$ cat src/rtl/player_pkg.sv
// Shared types, keycodes and floor/position helpers for the player motion block.
package player_pkg;

  typedef enum logic [1:0] {
    GROUND = 2'd0,
    CLIMB  = 2'd1,
    JUMP   = 2'd2
  } pstate_t;

  localparam logic [7:0] KEY_W    = 8'h1A;
  localparam logic [7:0] KEY_S    = 8'h16;
  localparam logic [7:0] KEY_A    = 8'h04;
  localparam logic [7:0] KEY_D    = 8'h07;
  localparam logic [7:0] KEY_JUMP = 8'h2C;

  function automatic logic [9:0] floor_y(input logic [2:0]  level,
                                         input int unsigned base_y,
                                         input int unsigned pitch);
    return 10'(base_y - 32'(level) * pitch);
  endfunction

  // Add a small signed step to X and clamp to [lo, hi] without wrapping.
  function automatic logic [9:0] sat_x(input logic [9:0]        x,
                                       input logic signed [3:0] dx,
                                       input logic [9:0]        lo,
                                       input logic [9:0]        hi);
    logic signed [11:0] s;
    s = $signed({2'b00, x}) + $signed({{8{dx[3]}}, dx});
    if (s < $signed({2'b00, lo})) return lo;
    if (s > $signed({2'b00, hi})) return hi;
    return s[9:0];
  endfunction

endpackage

$ cat src/rtl/player_ladder_lookup.sv
// Combinational ladder table lookup: which ladder the player stands at and the
// floor heights immediately above and below the current floor.
module player_ladder_lookup
  import player_pkg::*;
#(
  parameter int unsigned                   NUM_LEVELS  = 6,
  parameter int unsigned                   BASE_Y      = 414,
  parameter int unsigned                   LEVEL_PITCH = 60,
  parameter int unsigned                   NUM_LADDERS = 8,
  parameter logic [NUM_LADDERS*10-1:0]     LADDER_X    = {10'd535, 10'd320, 10'd120, 10'd500,
                                                          10'd250, 10'd100, 10'd535, 10'd300},
  parameter logic [NUM_LADDERS*3-1:0]      LADDER_LVL  = {3'd4, 3'd3, 3'd3, 3'd2,
                                                          3'd2, 3'd1, 3'd0, 3'd0},
  parameter int unsigned                   LADDER_W    = 15
) (
  input  logic [9:0] PlayerX,
  input  logic [2:0] cur_level,
  output logic       up_ok,
  output logic       dn_ok,
  output logic [9:0] upper_y,
  output logic [9:0] lower_y
);

  logic top_ok;
  assign top_ok = (int'(cur_level) + 1) < int'(NUM_LEVELS);

  // Scan from the highest index down so the lowest-index matching ladder wins.
  always_comb begin
    up_ok = 1'b0;
    dn_ok = 1'b0;
    for (int j = int'(NUM_LADDERS) - 1; j >= 0; j--) begin
      logic [9:0] lx;
      logic [2:0] lvl;
      logic       hit, is_up, is_dn;
      lx    = LADDER_X[10*j +: 10];
      lvl   = LADDER_LVL[3*j +: 3];
      hit   = ({1'b0, PlayerX} > {1'b0, lx}) &&
              ({1'b0, PlayerX} < ({1'b0, lx} + 11'(LADDER_W)));
      is_up = hit && (lvl == cur_level) && top_ok;
      is_dn = hit && (({1'b0, lvl} + 4'd1) == {1'b0, cur_level});
      if (is_up || is_dn) begin
        up_ok = is_up;
        dn_ok = is_dn;
      end
    end
  end

  assign upper_y = floor_y(cur_level + 3'd1, BASE_Y, LEVEL_PITCH);
  assign lower_y = floor_y((cur_level == 3'd0) ? 3'd0 : cur_level - 3'd1, BASE_Y, LEVEL_PITCH);

endmodule

$ cat src/rtl/player_motion_ctrl.sv
// Per-frame player movement: walk, ladder climb and gravity jump over a fixed
// floor/ladder layout, driven by up to NUM_KEYS simultaneous USB keycodes.
module player_motion_ctrl
  import player_pkg::*;
#(
  parameter int unsigned               NUM_KEYS    = 2,
  parameter int unsigned               NUM_LEVELS  = 6,
  parameter int unsigned               BASE_Y      = 414,
  parameter int unsigned               LEVEL_PITCH = 60,
  parameter int unsigned               NUM_LADDERS = 8,
  parameter logic [NUM_LADDERS*10-1:0] LADDER_X    = {10'd535, 10'd320, 10'd120, 10'd500,
                                                      10'd250, 10'd100, 10'd535, 10'd300},
  parameter logic [NUM_LADDERS*3-1:0]  LADDER_LVL  = {3'd4, 3'd3, 3'd3, 3'd2,
                                                      3'd2, 3'd1, 3'd0, 3'd0},
  parameter int unsigned               LADDER_W    = 15,
  parameter int unsigned               X_START     = 50,
  parameter int unsigned               X_MIN       = 0,
  parameter int unsigned               X_MAX       = 623,
  parameter int unsigned               X_STEP      = 2,
  parameter int unsigned               CLIMB_STEP  = 1,
  parameter int unsigned               JUMP_V      = 4,
  parameter int unsigned               SIZE        = 16
) (
  input  logic                  frame_clk,
  input  logic                  Reset,
  input  logic [NUM_KEYS*8-1:0] keycodes,
  output logic [9:0]            PlayerX,
  output logic [9:0]            PlayerY,
  output logic [9:0]            PlayerS,
  output pstate_t               state,
  output logic                  facing_left,
  output logic [2:0]            cur_level
);

  localparam logic signed [3:0] WalkStep = 4'(X_STEP);
  localparam logic signed [5:0] JumpVy   = 6'(-int'(JUMP_V));
  localparam logic [9:0]        ClimbDy  = 10'(CLIMB_STEP);

  logic              key_w, key_s, key_a, key_d, key_j;
  logic              up_ok, dn_ok;
  logic [9:0]        upper_y, lower_y, floor_here, top_y, bot_y;
  logic signed [5:0] vy;
  logic signed [3:0] jump_dx, walk_dx;
  logic              climb_dn;
  logic [9:0]        x_walk, x_jump, y_jump;
  logic              land;

  always_comb begin
    key_w = 1'b0;
    key_s = 1'b0;
    key_a = 1'b0;
    key_d = 1'b0;
    key_j = 1'b0;
    for (int k = 0; k < int'(NUM_KEYS); k++) begin
      if (keycodes[8*k +: 8] != 8'h00) begin
        if (keycodes[8*k +: 8] == KEY_W)    key_w = 1'b1;
        if (keycodes[8*k +: 8] == KEY_S)    key_s = 1'b1;
        if (keycodes[8*k +: 8] == KEY_A)    key_a = 1'b1;
        if (keycodes[8*k +: 8] == KEY_D)    key_d = 1'b1;
        if (keycodes[8*k +: 8] == KEY_JUMP) key_j = 1'b1;
      end
    end
  end

  player_ladder_lookup #(
    .NUM_LEVELS  (NUM_LEVELS),
    .BASE_Y      (BASE_Y),
    .LEVEL_PITCH (LEVEL_PITCH),
    .NUM_LADDERS (NUM_LADDERS),
    .LADDER_X    (LADDER_X),
    .LADDER_LVL  (LADDER_LVL),
    .LADDER_W    (LADDER_W)
  ) u_ladder (
    .PlayerX   (PlayerX),
    .cur_level (cur_level),
    .up_ok     (up_ok),
    .dn_ok     (dn_ok),
    .upper_y   (upper_y),
    .lower_y   (lower_y)
  );

  assign floor_here = floor_y(cur_level, BASE_Y, LEVEL_PITCH);
  // cur_level stays on the departure floor while climbing, so the ladder's
  // span depends on which way the climb started.
  assign top_y      = climb_dn ? floor_here : upper_y;
  assign bot_y      = climb_dn ? lower_y : floor_here;

  assign walk_dx = (key_a && !key_d) ? -WalkStep :
                   (key_d && !key_a) ?  WalkStep : 4'sd0;
  assign x_walk  = sat_x(PlayerX, walk_dx, 10'(X_MIN), 10'(X_MAX));
  assign x_jump  = sat_x(PlayerX, jump_dx, 10'(X_MIN), 10'(X_MAX));
  assign y_jump  = PlayerY + {{4{vy[5]}}, vy};
  assign land    = (vy > 6'sd0) && (y_jump >= floor_here);
  assign PlayerS = 10'(SIZE);

  always_ff @(posedge frame_clk) begin
    if (Reset) begin
      PlayerX     <= 10'(X_START);
      PlayerY     <= 10'(BASE_Y);
      state       <= GROUND;
      facing_left <= 1'b0;
      cur_level   <= 3'd0;
      vy          <= 6'sd0;
      jump_dx     <= 4'sd0;
      climb_dn    <= 1'b0;
    end else begin
      case (state)
        GROUND: begin
          if (key_j) begin
            state   <= JUMP;
            vy      <= JumpVy;
            jump_dx <= walk_dx;
          end else if (key_w && up_ok) begin
            state    <= CLIMB;
            PlayerY  <= PlayerY - ClimbDy;
            climb_dn <= 1'b0;
          end else if (key_s && dn_ok) begin
            state    <= CLIMB;
            PlayerY  <= PlayerY + ClimbDy;
            climb_dn <= 1'b1;
          end else begin
            PlayerX <= x_walk;
            if (key_a && !key_d)      facing_left <= 1'b1;
            else if (key_d && !key_a) facing_left <= 1'b0;
          end
        end
        CLIMB: begin
          if (key_w && !key_s) begin
            if (PlayerY - ClimbDy <= top_y) begin
              PlayerY   <= top_y;
              state     <= GROUND;
              cur_level <= climb_dn ? cur_level : cur_level + 3'd1;
            end else begin
              PlayerY <= PlayerY - ClimbDy;
            end
          end else if (key_s && !key_w) begin
            if (PlayerY + ClimbDy >= bot_y) begin
              PlayerY   <= bot_y;
              state     <= GROUND;
              cur_level <= climb_dn ? cur_level - 3'd1 : cur_level;
            end else begin
              PlayerY <= PlayerY + ClimbDy;
            end
          end
        end
        JUMP: begin
          PlayerX <= x_jump;
          if (land) begin
            PlayerY <= floor_here;
            vy      <= 6'sd0;
            jump_dx <= 4'sd0;
            state   <= GROUND;
          end else begin
            PlayerY <= y_jump;
            vy      <= vy + 6'sd1;
          end
        end
        default: state <= GROUND;
      endcase
    end
  end

  assert property (@(posedge frame_clk) disable iff (Reset) (PlayerY <= 10'(BASE_Y)));
  assert property (@(posedge frame_clk) disable iff (Reset) (int'(cur_level) < int'(NUM_LEVELS)));

endmodule

$ cat config.mk
export PLATFORM = sky130hd
export DESIGN_NAME = player_motion_ctrl
export DESIGN_NICKNAME = d
export VERILOG_FILES = /design/src/rtl/player_pkg.sv /design/src/rtl/player_ladder_lookup.sv /design/src/rtl/player_motion_ctrl.sv
export SDC_FILE = /design/constraint.sdc
export NUM_CORES = 1
export LEC_CHECK = 0
export BUFFER_PORTS_ARGS = -buffer_cell sky130_fd_sc_hd__buf_2
export CORE_MARGIN = 4
export CORE_UTILIZATION = 29
export CTS_CLUSTER_SIZE = 8
export DETAILED_ROUTE_END_ITERATION = 8
export HOLD_SLACK_MARGIN = 0.15
export PLACE_DENSITY = 0.5
export REMOVE_ABC_BUFFERS = 1
export SLEW_MARGIN = 20
export SYNTH_ARGS = -nofsm -noshare
export SYNTH_HDL_FRONTEND = slang
export SYNTH_SLANG_ARGS = --single-unit
$ cat constraint.sdc
create_clock -name frame_clk -period 5.4 [get_ports frame_clk]
set_input_delay 0 -clock frame_clk [delete_from_list [all_inputs] [get_ports frame_clk]]
set_output_delay 0 -clock frame_clk [all_outputs]
set_load 0.03 [all_outputs]
After elaboration in Yosys (flattened, before gate mapping)
Index checks and enable logic that the tools add are counted.
- output and inout bits: 36
- register bits: 37
- $add $sub $neg: 12
- order comparisons: 23
- reduce and logical (&&, ||, !) cells: 69
- multiply operators: 3
- equality and inequality tests: 29
- bitwise gates (word level): 3
- multiplexer cells: 93
- operators by type and width (operator ; count):
    $mux W10 ; 21
    $mux W1 ; 46
    $logic_and A1 B1 Y1 ; 38
    $eq A8 B3 Y1 const B ; 4
    $eq A8 B5 Y1 const B ; 4
    $lt A32 B4 Y1 const B ; 1
    $gt A10 B9 Y1 const B ; 3
    $lt A10 B9 Y1 const B ; 3
    $pmux W10 S3 ; 1
    $sub A9 B9 Y10 const A ; 3
    $add A11 B4 Y12 ; 2
    $gt A12 B11 Y1 const B ; 2
    $lt A12 B1 Y1 const B ; 2
    $mul A3 B4 Y7 const B ; 3
    $mux W3 ; 7
    $ge A10 B10 Y1 ; 2
    $gt A10 B7 Y1 const B ; 2
    $lt A10 B10 Y1 const B ; 2
    $pmux W10 S2 ; 1
    $mux W2 ; 9
    $eq A8 B6 Y1 const B ; 2
    $reduce_bool A8 Y1 ; 2
    $mux W4 ; 3
    $mux W6 ; 2
    37 further kinds ; 67

Longest topological paths before layout
Gate-level depths: netlist (run 1).
- word-level depth: 19
- mapped depth: 24
- gate-level depth less buffers: 22

Cells and area by module
A second synthesis (run 1) with hierarchy kept.
- cell total of the unflattened synthesis: 874
- area total of the unflattened synthesis: 6565.0 µm²
- by module, submodules not included (module ; cells an instance ; area each (µm²) ; times used ; seq. area each (µm²)):
    player_motion_ctrl ; 723 ; 5460.2 ; 1 ; 700.7
    player_ladder_lookup ; 151 ; 1104.8 ; 1 ; 0.0

Least setup slack after synthesis (run 1)
No wires, ideal clock.
- kind: reg2reg
- start point: register cur_level[0]
- end point: register PlayerY[6]
- period minus slack after synthesis: 5335 ps
- setup time: 91 ps
- cell stages (with the launch flop): 24
- buffers on the path: 2
- data arrival time: 5244 ps
- path slack: 65 ps
- cells stage by stage: dfxtp_1 > buf_1 > inv_1 > ha_1 > ha_1 > xnor2_1 > ha_1 > ha_1 > o21ba_2 > o32ai_1 > a21oi_1 > nor2_1 > xor2_1 > o21ai_0 > ha_1 > a21oi_1 > o21ai_0 > a2111oi_2 > nor2_1 > clkbuf_1 > or3_1 > o2111ai_1 > nand2_1 > a311oi_1
- longest elaborated chain between the ends: 16
- elaborated cells on any way between the ends: 83
- classes of those cells: 6 x add/sub; 3 x mul; 4 x order compare; 6 x eq/ne; 27 x mux; 37 x reduce/logical
- ends and longest elaborated chain (item ; RTL line ; text):
    start, declared ; player_motion_ctrl.sv:32 ; output logic [2:0] cur_level
    start signal, assigned ; player_motion_ctrl.sv:132 ; cur_level <= climb_dn ? cur_level : cur_level + 3'd1;
    start signal, assigned ; player_motion_ctrl.sv:140 ; cur_level <= climb_dn ? cur_level - 3'd1 : cur_level;
    parallel branches: the longest is 16 deep, another holds $sub A9 B9 Y10 ; n/a ;
    end signal, assigned ; player_motion_ctrl.sv:115 ; PlayerY <= PlayerY - ClimbDy;
    end signal, assigned ; player_motion_ctrl.sv:119 ; PlayerY <= PlayerY + ClimbDy;
    end signal, assigned ; player_motion_ctrl.sv:130 ; PlayerY <= top_y;
    end, declared ; player_motion_ctrl.sv:28 ; output logic [9:0] PlayerY,
Parallel ways; which one is timed is not known. The select of a mux whose other input is x is not followed.
A chain may end at the register's enable or synchronous reset.

Worst setup path in the final report (run 1)
- start point: register cur_level[0]
- end point: register PlayerY[5]
The elaborated chain is that of the path after synthesis.

==> reports/qor.log, run 1 <==
[run_status] status finished clean
[timing] Fin Clk Skew 0.00913 ns
[global_route] global-route wire length before repair 32700 um
[worst_hold_path] min-delay worst type primary input to register
[worst_setup_path] worst setup path class register to register
[worst_setup_path] Max stage delay cell, worst path sky130_fd_sc_hd__or4_4
[global_route] vias in the first global route 5999
[route] initial DRC count 458
[global_route] largest net degree at the start of global routing 30
[clocking] register clock-pin slew on the reported worst setup and hold paths 0.07 ns
[power] total power per unit cell area 345 mW/mm^2
[synth] cell accounting for the most synthesized area sky130_fd_sc_hd__ha_1
[synth] Mapped Cells 851
[die] DIE WIDTH 157 um
[worst_hold_path] Worst Min Path Start Reset
[clocking] TritonCTS Sinks 35
[power] Leak 2.90 nW
[worst_hold_path] cell depth of the worst hold path 2
[cells_and_area] fin nets 990
[synth] Mean Syn Cell Area 7.54 um^2
[timing] number of hold violations in the final report 0
[placed_design] placed insts 1150
[clocking] clock insertion delay at the later pin of the skew report 0.29 ns
[global_route] global route total overflow 0
[clocking] Clock Root Buffer sky130_fd_sc_hd__clkbuf_16
[cells_and_area] most common cell after layout, fill and taps aside sky130_fd_sc_hd__ha_1
[synth] sequential element share of the synthesized area 10.9%
[synth] flops & latches, synth 35
[worst_setup_path] Worst Path Buf+Inv 3
[placed_design] post-placement setup slack 0.0945 ns
[synth] Area contributors post-synth sky130_fd_sc_hd__ha_1 17%, sky130_fd_sc_hd__dfxtp_1 11%, sky130_fd_sc_hd__a21oi_1 4.8%
[worst_setup_path] number of cell instances on the worst register-to-register path 18
[timing] worst-case setup margin in the final layout 0.249 ns
[die] die outline area 0.0246 mm^2
[worst_hold_path] capture endpoint of the worst hold path cur_level[0]
[die] area of the core 0.0218 mm^2
[synth] Post-synth EDFFs 0
[worst_setup_path] type of destination of the critical path register
[worst_setup_path] end of the worst register-to-register path PlayerY[5]
[timing] worst slew margin relative to its limit 34.2%
[timing] final critical delay including setup and external delays 5.15 ns
[timing] final critical-path share of the clock period 95.4%
[worst_setup_path] signal arrival time at the worst endpoint 5.37 ns
[worst_setup_path] peak fanout along the critical path 13
[clocking] maximum level of the CTS H-tree 2
[worst_setup_path] Crit path largest cell delay 0.58 ns
[worst_setup_path] startpoint of the most critical register-to-register path cur_level[0]
[synth] share of synthesized flip-flops with an asynchronous set or reset 0%
[global_route] GR Util All Layers 16.1%
[timing] transition time of the tightest slew-check pin 0.983 ns
[cells_and_area] area added between synthesis and finish 11.4%
[timing] upper clock frequency limit 194 MHz
[worst_setup_path] cell class contributing the biggest share of worst-path delay adder cells
[worst_setup_path] Worst Setup Start Kind register
[synth] main flop type after synthesis sky130_fd_sc_hd__dfxtp_1
[worst_setup_path] worst reg-to-reg setup slack 0.25 ns
[die] FP Rows 54
[worst_setup_path] sequence of cells on the critical path fa_1 -> ha_1 -> fa_1 -> inv_1 -> ha_1 -> or4_4 -> o21ai_1 -> inv_1 -> ha_1 -> a2111oi_2 -> a22oi_1 -> a41oi_2 -> buf_12 -> nand2_1 -> a211oi_1 -> a2111oi_2 -> mux2_2 -> a211oi_2
[worst_setup_path] cell seen most often among critical-path stages sky130_fd_sc_hd__ha_1
[synth] number of synthesis warnings 0
[route] Antenna Nets Post-Route 0
[route] routed len/inst 17.4 um
[route] routed vias/inst 5.49
[cells_and_area] leading cell types in the layout, fill and taps excluded 86 x sky130_fd_sc_hd__ha_1, 63 x sky130_fd_sc_hd__nor2_1, 62 x sky130_fd_sc_hd__nand2_1, 61 x sky130_fd_sc_hd__a21oi_1, 57 x sky130_fd_sc_hd__inv_1
[clocking] clock tree from TritonCTS built
[synth] fraction of synthesized cell area taken by the top area cell type 17.2%
[route] DRC violations left 0
[timing] max-slew violation count 0
[timing] total setup violations reported at the end of the flow 0
[cells_and_area] Finished Cell Area 0.00715 mm^2
[route] number of optimization iterations in the first detailed-route pass 5
[flow_run] max-capacitance violation count 0
[power] final total power 2.47 mW
[global_route] initial antenna violation count 0
[cells_and_area] final instance count without filler cells 1160
[worst_setup_path] WP data required 5.62 ns
[placed_design] weighted congestion at the end of routability-driven global placement 0.864
[clocking] clk buf depth 2
[route] vias 6366
[clocking] number of buffers inserted by hold repair at cts 0
[die] IO Count 54
[placed_design] standard cell area after detailed placement 0.00691 mm^2
[synth] post-synthesis instance area 0.00642 mm^2
[placed_design] count of port buffers added during placement 43
[route] detailed-route wire length 20200 um
[cells_and_area] total inserted antenna cells 0
[die] Die Y 157 um
[power] Worst VDD drop 0.000222 V
[clocking] CTS buffer count 5
[synth] Unique masters post-synth 92
[cells_and_area] number of fill cells in the layout 2339
[die] initial core utilization 29.4%
[cells_and_area] share of cells above drive strength 1 14.9%
[placed_design] half-perimeter wire length of the detailed placement result 15600 um
synth_stat cells (10+ instances only):
cell,instances
sky130_fd_sc_hd__nand2_1,62
sky130_fd_sc_hd__nor2b_1,10
sky130_fd_sc_hd__dfxtp_1,35
sky130_fd_sc_hd__o21ai_0,47
sky130_fd_sc_hd__mux2i_1,14
sky130_fd_sc_hd__nand4_1,12
sky130_fd_sc_hd__buf_2,10
sky130_fd_sc_hd__ha_1,88
sky130_fd_sc_hd__xor2_1,21
sky130_fd_sc_hd__a22oi_1,12
sky130_fd_sc_hd__nor2_1,63
sky130_fd_sc_hd__nand3_1,20
sky130_fd_sc_hd__a211oi_1,10
sky130_fd_sc_hd__o211ai_1,15
sky130_fd_sc_hd__xnor2_1,30
sky130_fd_sc_hd__a21oi_1,62
sky130_fd_sc_hd__clkbuf_1,25
sky130_fd_sc_hd__buf_4,15
sky130_fd_sc_hd__nor3_1,19
sky130_fd_sc_hd__a31oi_1,11
sky130_fd_sc_hd__inv_1,57
routing by layer:
layer	track usage (%)	part of all wire, %
met5	0	0
met4	2.73	0.97
met3	1.88	4.5
met2	25.8	44
met1	23.6	51
state kept, by name, summed over array words and instances (netlist names):
| signal | flops |
|---|---|
| climb_dn | 1 |
| jump_dx | 2 |
| PlayerY | 10 |
| vy | 6 |
| facing_left | 1 |
| cur_level | 3 |
| PlayerX | 10 |
| state | 2 |
final cells by class:
class | instances | area, um^2 | share of cell area, %
multi-input combinational | 713 | 5300 | 74.2
sequential | 35 | 703 | 9.83
timing repair buffer | 66 | 404 | 5.65
tap | 280 | 350 | 4.90
inverter | 58 | 218 | 3.04
clock buffer | 5 | 125 | 1.75
clock inverter | 3 | 46.3 | 0.647
stage by stage:
step	hold WS (ns)	setup TNS, ns	utilization [%]
2_1_floorplan	0.0646	-2.09	-
3_3_place_gp	0.470	0	31.7
3_5_place_dp	0.469	0	31.7
4_1_cts	0.244	0	32.4
5_1_grt	0.268	-0.107	32.8
6_report	0.255	0	32.8
power breakdown:
| part | switching, mW | internal, mW | leakage [nW] |
|---|---|---|---|
| registers | 0.139 | 0.303 | 0.285 |
| logic | 0.985 | 0.685 | 2.54 |
| clock network | 0.138 | 0.220 | 0.0804 |
worst max path at each step:
| stage | slack (ns) | to | depth (start not counted) | start |
|---|---|---|---|---|
| after detailed placement | 0.09 | state[1] | 17 | cur_level[0] |
| after CTS | 0.04 | PlayerY[5] | 18 | cur_level[0] |
| after global routing | -0.03 | PlayerY[6] | 25 | cur_level[1] |
| final | 0.25 | PlayerY[5] | 18 | cur_level[0] |
| after floorplan | -0.40 | state[1] | 16 | cur_level[0] |
| after global placement | 0.22 | PlayerY[5] | 18 | cur_level[0] |
repair_timing:
| action | in CTS | in global routing |
|---|---|---|
| setup endpoints to repair | 0 | 15 |
| resized for setup | 0 | 18 |
| setup buffers | 0 | 2 |
logic make-up (layout without fill, tap and decap cells):
logic type                 after synthesis  after routing  synth area share [%]
buffers and inverters                  111            132                  7.68
xor gates and xnor gates                51             51                  6.96
AOI/OAI and AO/OA                      280            280                  31.3
other                                    2             10                 0.117
muxes                                   24             24                  3.94
and+or+nand+nor                        255            255                  20.4
DFF                                     35             35                  10.9
adders and majority gates               93             93                  18.7
No activity file was read; power rests on OpenSTA's default activity.
==> run 2: changes to the inputs <==
--- a/config.mk
+++ b/config.mk
@@ -7,11 +7,11 @@
 export LEC_CHECK = 0
 export BUFFER_PORTS_ARGS = -buffer_cell sky130_fd_sc_hd__buf_2
 export CORE_MARGIN = 4
-export CORE_UTILIZATION = 29
+export CORE_UTILIZATION = 47
 export CTS_CLUSTER_SIZE = 8
 export DETAILED_ROUTE_END_ITERATION = 8
 export HOLD_SLACK_MARGIN = 0.15
-export PLACE_DENSITY = 0.5
+export PLACE_DENSITY = 0.72
 export REMOVE_ABC_BUFFERS = 1
 export SLEW_MARGIN = 20
 export SYNTH_ARGS = -nofsm -noshare
==> run 2 against run 1 <==
  * Sequential share of layout area increased by 0.27 points
  * Clock-buffer cell count did not move
  * Clock power fell by 16%
  * Critical path depth up 5
  * Design area is 3.0% lower
  * Global-route usage up 5.9 points
  * Largest cell class unchanged
  * Highest routed layer unchanged
==> reports/qor.log, run 2 (same netlist as run 1, synthesis figures left out) <==
[power] Worst VDD drop 0.000222 V
[timing] final critical delay including setup and external delays 5.11 ns
[timing] number of hold violations in the final report 0
[route] routed vias/inst 6.22
[worst_setup_path] peak fanout along the critical path 18
[placed_design] half-perimeter wire length of the detailed placement result 13700 um
[clocking] CTS buffer count 5
[placed_design] placed insts 1037
[clocking] register clock-pin slew on the reported worst setup and hold paths 0.06 ns
[worst_setup_path] signal arrival time at the worst endpoint 5.29 ns
[cells_and_area] area occupied by multi-input gates 0.00530 mm^2
[die] area of the core 0.0133 mm^2
[route] DRC violations left 0
[placed_design] post-placement setup slack 0.0727 ns
[clocking] number of buffers inserted by hold repair at cts 0
[clocking] maximum level of the CTS H-tree 2
[clocking] clock tree from TritonCTS built
[timing] transition time of the tightest slew-check pin 0.848 ns
[global_route] initial antenna violation count 0
[timing] setup total negative slack 0 ns
[worst_setup_path] Max stage delay cell, worst path sky130_fd_sc_hd__dfxtp_1
[timing] Hold Slack 0.238 ns
[worst_hold_path] min-delay worst type primary input to register
[timing] worst-case setup margin in the final layout 0.293 ns
[power] final total power 2.38 mW
[placed_design] standard cell area after detailed placement 0.00670 mm^2
[worst_setup_path] sequence of cells on the critical path buf_8 -> ha_2 -> ha_1 -> inv_1 -> ha_1 -> xnor2_1 -> ha_1 -> ha_1 -> o21ba_2 -> o32ai_1 -> a21oi_1 -> nor2_1 -> xor2_1 -> o21ai_0 -> ha_1 -> a21oi_1 -> o21ai_2 -> a2111oi_4 -> nor3_1 -> a21oi_2 -> nor2b_1 -> o221a_2 -> mux2_1
[power] net switching power 1.21 mW
[cells_and_area] biggest registers after layout PlayerX (10), PlayerY (10), vy (6)
[die] die outline area 0.0156 mm^2
[worst_setup_path] type of destination of the critical path register
[global_route] global-route wire length before repair 29500 um
[worst_setup_path] cell seen most often among critical-path stages sky130_fd_sc_hd__ha_1
[clocking] clock insertion delay at the later pin of the skew report 0.29 ns
[global_route] GR Util All Layers 22.0%
[power] sequential fraction of design power 18.6%
[die] DIE WIDTH 125 um
[timing] final critical-path share of the clock period 94.6%
[cells_and_area] number of fill cells in the layout 1278
[power] Leak 2.86 nW
[global_route] largest net degree at the start of global routing 30
[route] vias 6542
[die] initial core utilization 48.3%
[route] Antenna Nets Post-Route 0
[run_status] status finished clean
[global_route] global route total overflow 0
[timing] worst slew margin relative to its limit 43.4%
[worst_setup_path] worst setup path class register to register
[cells_and_area] Finished Cell Area 0.00694 mm^2
[power] total power per unit cell area 343 mW/mm^2
[clocking] Clock Root Buffer sky130_fd_sc_hd__clkbuf_16
[cells_and_area] total inserted antenna cells 0
[route] routed len/inst 17.1 um
[worst_setup_path] Worst Path Buf+Inv 2
[power] P_int 1.17 mW
[cells_and_area] leading cell types in the layout, fill and taps excluded 87 x sky130_fd_sc_hd__ha_1, 62 x sky130_fd_sc_hd__nor2_1, 62 x sky130_fd_sc_hd__nand2_1, 61 x sky130_fd_sc_hd__a21oi_1, 57 x sky130_fd_sc_hd__inv_1
[timing] Fin Clk Skew 0.0108 ns
[placed_design] count of port buffers added during placement 43
[cells_and_area] fin nets 985
[route] initial DRC count 553
[worst_setup_path] cell class contributing the biggest share of worst-path delay compound AO/OA/AOI/OAI gates
[route] number of optimization iterations in the first detailed-route pass 5
[die] Die Y 125 um
[cells_and_area] area added between synthesis and finish 8.09%
[power] fraction of power consumed by the clock network 12.6%
[worst_setup_path] worst reg-to-reg setup slack 0.29 ns
[timing] max-slew violation count 0
[cells_and_area] most common cell after layout, fill and taps aside sky130_fd_sc_hd__ha_1
[timing] upper clock frequency limit 196 MHz
[worst_setup_path] WP data required 5.58 ns
[worst_setup_path] Crit path largest cell delay 0.40 ns
[power] switching share of power 50.8%
[timing] total setup violations reported at the end of the flow 0
[flow_run] max-capacitance violation count 0
[cells_and_area] final instance count without filler cells 1051
[clocking] clk buf depth 2
[die] IO Count 54
[die] FP Rows 42
[cells_and_area] flip-flop and latch area 701 um^2
[route] detailed-route wire length 17900 um
[cells_and_area] share of cells above drive strength 1 13.7%
[worst_setup_path] Worst Setup Start Kind register
[placed_design] weighted congestion at the end of routability-driven global placement 0.943
[clocking] TritonCTS Sinks 35
[cells_and_area] final core utilization 52.2%
[global_route] vias in the first global route 5823
[power] fraction of power consumed by combinational cells 68.8%
==> run 2: cell count changes in the layout (fill, tap and decap cells not counted), sizes merged <==
cell / previous run / this run
inv: 59 / 58
clkinvlp: 1 / 2
buf: 66 / 61
bufinv: 1 / 0
clkinv: 0 / 1
==> run 2: area by class of cell <==
type                       count  share of cell area (%)
clock buffer                   5                    1.80
clock inverter                 3                   0.289
inverter                      58                    3.14
multi-input combinational    713                    76.3
sequential                    35                    10.1
tap                          176                    3.17
timing repair buffer          61                    5.16
==> run 2: power by group through the flow <==
stage          Combinational (mW)  Clock [mW]  Sequential (mW)
4_1_cts                      1.46       0.299            0.437
3_5_place_dp                 1.44           0            0.443
6_report                     1.64       0.300            0.443
2_1_floorplan                1.03           0            0.484
3_3_place_gp                 1.44           0            0.443
5_1_grt                      1.79       0.310            0.455
==> run 2: worst paths after layout <==
| path | start | to | depth (start not counted) |
|---|---|---|---|
| worst max-delay path | cur_level[0] | state[1] | 23 |
| worst min-delay path | Reset | cur_level[1] | 2 |
| worst max register to register | cur_level[0] | state[1] | 23 |
| worst min register to register | jump_dx[1] | jump_dx[1] | 2 |
==> run 2: per-layer routing <==
metal	GRT usage (%)	routed length [um]	vias up
li1	-	-	3219
met1	32.8	8630	3034
met2	33.4	7680	271
met3	3.52	1480	18
met4	4.91	153	0
met5	0	0	-
==> run 2: timing repair <==
action | CTS | global route
resized for setup | 0 | 13
buffers inserted | 0 | 6
endpoints found under the setup margin | 0 | 14
==> run 2: worst reg2reg max path, delay by kind of cell (launching register included) <==
| kind | cells | cell delay, ns |
|---|---|---|
| multiplexers | 1 | 0.32 |
| adder cells (fa/ha/maj) | 6 | 1.53 |
| AND/OR/NAND/NOR | 3 | 0.43 |
| buffers and inverters | 2 | 0.30 |
| XOR/XNOR | 2 | 0.37 |
| flip-flops | 1 | 0.40 |
| AO/OA/AOI/OAI | 9 | 1.66 |
